<file path="config.mk">
export PLATFORM = sky130hd
export DESIGN_NAME = fifo_rd_ctrl
export DESIGN_NICKNAME = d
export VERILOG_FILES = /design/src/rtl/fifo_rd_ctrl.sv
export SDC_FILE = /design/constraint.sdc
export NUM_CORES = 1
export LEC_CHECK = 0
export CAP_MARGIN = 40
export CORE_AREA = 2 2 46 48
export CTS_BUF_LIST = sky130_fd_sc_hd__clkbuf_2 sky130_fd_sc_hd__clkbuf_4 sky130_fd_sc_hd__clkbuf_8
export CTS_CLUSTER_SIZE = 8
export DETAILED_ROUTE_END_ITERATION = 7
export DIE_AREA = 0 0 48 50
export PLACE_DENSITY = 0.71
export SLEW_MARGIN = 0
export SYNTH_ARGS = -nofsm -noshare
export SYNTH_HDL_FRONTEND = slang
export SYNTH_SLANG_ARGS = --single-unit
</file>
<file path="constraint.sdc">
create_clock -name wclk -period 4.21 [get_ports wclk]
set_input_delay 0.421 -clock wclk [delete_from_list [all_inputs] [get_ports wclk]]
set_output_delay 0.421 -clock wclk [all_outputs]
set_load 0.02 [all_outputs]
</file>
<file path="src/rtl/fifo_rd_ctrl.sv">
// Read-side pointer controller for the async FIFO: write-pointer synchroniser, read pointers, empty/underflow.
// Define RPTR_LEVEL_EN to enable the registered fill-level output; otherwise level is tied to 0.
module fifo_rd_ctrl #(
    parameter int PTR_WIDTH   = 4,
    parameter int SYNC_STAGES = 2
) (
    input  logic                 wclk,
    input  logic                 wrst_n,
    input  logic                 r_en,
    input  logic                 clr_underflow,
    input  logic [PTR_WIDTH-1:0] g_wptr_async,
    output logic [PTR_WIDTH-1:0] b_rptr,
    output logic [PTR_WIDTH-1:0] g_rptr,
    output logic                 empty,
    output logic                 rd_valid,
    output logic                 underflow,
    output logic [PTR_WIDTH-1:0] level
);

    localparam int unsigned NS = SYNC_STAGES;
    localparam int unsigned PW = PTR_WIDTH;

    logic [PTR_WIDTH-1:0] sync_q [SYNC_STAGES];
    logic [PTR_WIDTH-1:0] g_wptr_sync;
    logic [PTR_WIDTH-1:0] b_rptr_next;
    logic [PTR_WIDTH-1:0] g_rptr_next;
    logic                 rd_acc;

    // Plain flop chain only: nothing may sit between synchroniser stages.
    always_ff @(posedge wclk or negedge wrst_n) begin
        if (!wrst_n) begin
            for (int unsigned i = 0; i < NS; i++) sync_q[i] <= '0;
        end else begin
            sync_q[0] <= g_wptr_async;
            for (int unsigned i = 1; i < NS; i++) sync_q[i] <= sync_q[i-1];
        end
    end

    assign g_wptr_sync = sync_q[SYNC_STAGES-1];

    always_comb begin
        rd_acc      = r_en & ~empty;
        b_rptr_next = b_rptr + PTR_WIDTH'(rd_acc);
        g_rptr_next = b_rptr_next ^ (b_rptr_next >> 1);
    end

    always_ff @(posedge wclk or negedge wrst_n) begin
        if (!wrst_n) begin
            b_rptr    <= '0;
            g_rptr    <= '0;
            empty     <= 1'b1;
            rd_valid  <= 1'b0;
            underflow <= 1'b0;
        end else begin
            b_rptr   <= b_rptr_next;
            g_rptr   <= g_rptr_next;
            empty    <= (g_rptr_next == g_wptr_sync);
            rd_valid <= rd_acc;
            if (r_en & empty)
                underflow <= 1'b1;
            else if (clr_underflow)
                underflow <= 1'b0;
        end
    end

`ifdef RPTR_LEVEL_EN
    logic [PTR_WIDTH-1:0] b_wptr_sync;

    // Bit i of the binary pointer is the XOR of all Gray bits from i upward.
    always_comb begin
        b_wptr_sync = '0;
        for (int unsigned i = 0; i < PW; i++) b_wptr_sync[i] = ^(g_wptr_sync >> i);
    end

    always_ff @(posedge wclk or negedge wrst_n) begin
        if (!wrst_n)
            level <= '0;
        else
            level <= b_wptr_sync - b_rptr_next;
    end
`else
    assign level = '0;
`endif

endmodule

</file>
==> impl_results.md <==
- Die X: 48 um
- Root Buffer: clkbuf_4
- Slowest cell on crit path: clkdlybuf4s50_1
- Status: completed
- I/O Buffers: 18
- Clock Latency Late Sink: 290 ps
- #FFs+latches synth: 18
- Syn Area/Cell: 12.6 um2
- Vias/cell: 4.57
- Yosys warns: 0
- Post-synthesis compound-gate area fraction: 7.99%
- Routed wire length: ~1200 um
- Post_cts resized: 0
- Layout filler cell count: 168
- R2R Setup Slk: 2230 ps
- Seq/Total Area, Yosys: 58.9%
- Post-CTS Setup Repair Bufs: 0
- Final ANT Viol Nets: 0
- CTS Sinks: 18
- Critical R2R Launch: empty$_DFF_PN1_
- Die height: 50 um
- XOR/XNOR Fraction of Synth Area: 11.3%
- NumNets Final: 90
- RR Endpoint: empty$_DFF_PN1_
- Aggregate global-route resource usage: 12.4%
- Synth-to-layout area growth: 27.1%
- CP Max Fanout: 5
- Dpl cell area: 938 um2
- Register area: 452 um2
- Post-Place Setup Slack: roughly 1700 ps
- Final instance area: 975 um2
- Fmax: 463 MHz
- Vias after detailed routing: between 400 and 500
- Setup repair after global routing missed its margin: no
- Largest family of logic cells by synthesized area: XOR/XNOR gates
- Min-Delay Startpoint: sync_q[5]$_DFF_PN0_
- Inserted Diodes: 0
- CTS tree: built
- Top post-synthesis cells by area: dfrtp_1, buf_4, xnor2_1
- Share of the synthesized area in the top cell type: around 55%
- Area of the die: 2400 um2
- Largest net degree at the start of global routing: 19
- CP startpoint kind: primary input
- H-tree depth: 1
- Critical-path cell list: clkdlybuf4s50_1, nor2b_1, ha_1, ha_1, xnor2_2, xor2_1, mux2i_1, a211oi_2
- MaxCap Viol Count: 0
- Layout cells sized above 1: 11.4%
- Hold WS: 357 ps
- Post-Syn Area: between 700 and 800 um2
- Setup Skew: 0.668 ps
- Area occupied by multi-input gates: 265 um2
- Placed wire-length estimate: 910 um
- Final critical-path share of the clock period: roughly half
- Setup violators final: 0
- Post-synthesis mux area share: 1.31%
- Min-delay worst type: reg -> reg
- Crit path DAT: 2390 ps
- Starting Density: 40.3%
- Hold EP: g_wptr_sync[1]$_DFF_PN0_
- Rows: 16
- Max VDD drop: ~450 uV
- Setup TNS: 0 ps
- Pins over their slew limit: 0
- CTS buffer count: 3
- Synth area leader: dfrtp_1
- Cells after synthesis: 61
- Number of global-route vias before repair: 521
- Routed len/inst: about 11 um
- Placer Congestion: ~0.7
- Cell Pwr Density: slightly below 800 nW/um2
- Ports: 23
- DRT iter0 DRCs: 1
- Initial antenna violation count: 0
- CTS Hold Bufs: 0
- Slew @ Worst Pin: 743 ps
- Crit Path Class: in -> reg
- Cell mode on critical path: ha_1
- Crit path largest cell delay: 480 ps
- Crit path time final: ~2200 ps
- Critical Path RT: 4440 ps
- Lkg Pwr: 0.416 nW
- Final Hold Viols: 0
- Hold Path Depth: 0
- DRC viols: 0
- First-pass GRT wire length: 2080 um
- Area share of and/or/nand/nor cells after synthesis: 8.81%
- Design Power: between 700 and 800 uW
- Netlist cell types: 27
- Max-slew headroom: around half
- Worst Setup End Kind: register
- R2R cell count: 7
- Post-Synth Adder-Cell Area: 3.26%
- PnR worst setup slack: 2050 ps
- GRT overflow: 0
- DR pass1 iterations: 3
- Max clock buf depth: 2
- CTS clk-pin slew, worst paths: 100 ps
- Core area: 1900 um2
## routing by layer
layer | GRT usage, % | share of wire (%) | wire length [um] | vias to the layer above
met2 | 21.3 | 54 | 630 | 18
met3 | 2.20 | 5.7 | 66 | 4
met1 | 13.4 | 38 | 441 | 236
met5 | 0 | 0 | 0 | -
li1 | - | - | - | 226
met4 | 6.76 | 2.1 | 25 | 0
## cells in the final DEF, fill, tap and decap left out, types with 2 or more instances in the layout
| master | count |
|---|---|
| inv_1 | 2 |
| xor2_1 | 4 |
| xnor2_1 | 4 |
| nand2_1 | 3 |
| nor3_1 | 2 |
| nor2_1 | 2 |
| conb_1 | 4 |
| dfrtp_1 | 17 |
| clkbuf_4 | 3 |
| clkdlybuf4s50_1 | 18 |
| nor2b_1 | 2 |
| ha_1 | 2 |
| o21ai_0 | 2 |
## how the worst max path moves through the flow
stage | start | endpoint | slack, ps | depth (start not counted)
after floorplan | empty$_DFF_PN1_ | empty$_DFF_PN1_ | 2300 | 8
after global placement | r_en | empty$_DFF_PN1_ | 1820 | 8
after detailed placement | r_en | empty$_DFF_PN1_ | 1720 | 8
after CTS | r_en | empty$_DFF_PN1_ | 2020 | 8
after global routing | r_en | empty$_DFF_PN1_ | 1900 | 8
final | r_en | empty$_DFF_PN1_ | 2050 | 8
## logic make-up (layout without fill, tap and decap cells)
group | Yosys count | in the layout
AO/OA/AOI/OAI | 8 | 8
XOR/XNOR | 9 | 9
adder cells (fa/ha/maj) | 2 | 2
buffers and inverters | 9 | 24
flip-flops | 18 | 18
multiplexers | 1 | 1
other | 1 | 4
AND/OR/NAND/NOR | 13 | 13
## power by group
group | internal [mW] | total (mW) | switching, mW
Combinational | 0.189 | 0.381 | 0.192
Sequential | 0.228 | 0.270 | 0.0426
Clock | 0.0528 | 0.106 | 0.0532
## sequential cells by signal, summed over array words and instances, names as in the netlist
name	cells
g_rptr	3
empty	1
underflow	1
b_rptr	4
sync_q	4
g_wptr_sync	4
rd_valid	1
## cells in the mapped netlist (all sizes together)
cell type  number
a211oi          1
a21bo           1
a21oi           1
a22oi           1
a2bb2oi         1
and2            1
buf             7
conb            1
dfrtp          17
dfstp           1
ha              2
inv             2
mux2i           1
nand2           3
nand2b          1
nand3           1
nor2            2
nor2b           2
nor3            2
o21ai           2
o21bai          1
or3             1
xnor2           5
xor2            4
## per-stage QoR
stage / utilization, % / std cells
6_report: 51.2 / 106
5_1_grt: 51.2 / 106
4_1_cts: 51.2 / 106
3_3_place_gp: 49.3 / 102
2_1_floorplan: - / 64
3_5_place_dp: 49.3 / 102
## cell type report
| class | count | area share (%) |
|---|---|---|
| Sequential cell | 18 | 46.3 |
| Multi-Input combinational cell | 37 | 27.2 |
| Timing Repair Buffer | 18 | 18.5 |
| Clock buffer | 4 | 3.72 |
| Tap cell | 27 | 3.47 |
| Inverter | 2 | 0.770 |
## critical path: cells and delay by family
kind / cells / cell delay, ps
muxes: 1 / 280
AOI/OAI and AO/OA: 1 / 70
and+or+nand+nor: 1 / 190
buffers and inverters: 1 / 480
xor gates and xnor gates: 2 / 390
adders and majority gates: 2 / 560
Note: power is estimated with default switching activity, not from simulation.
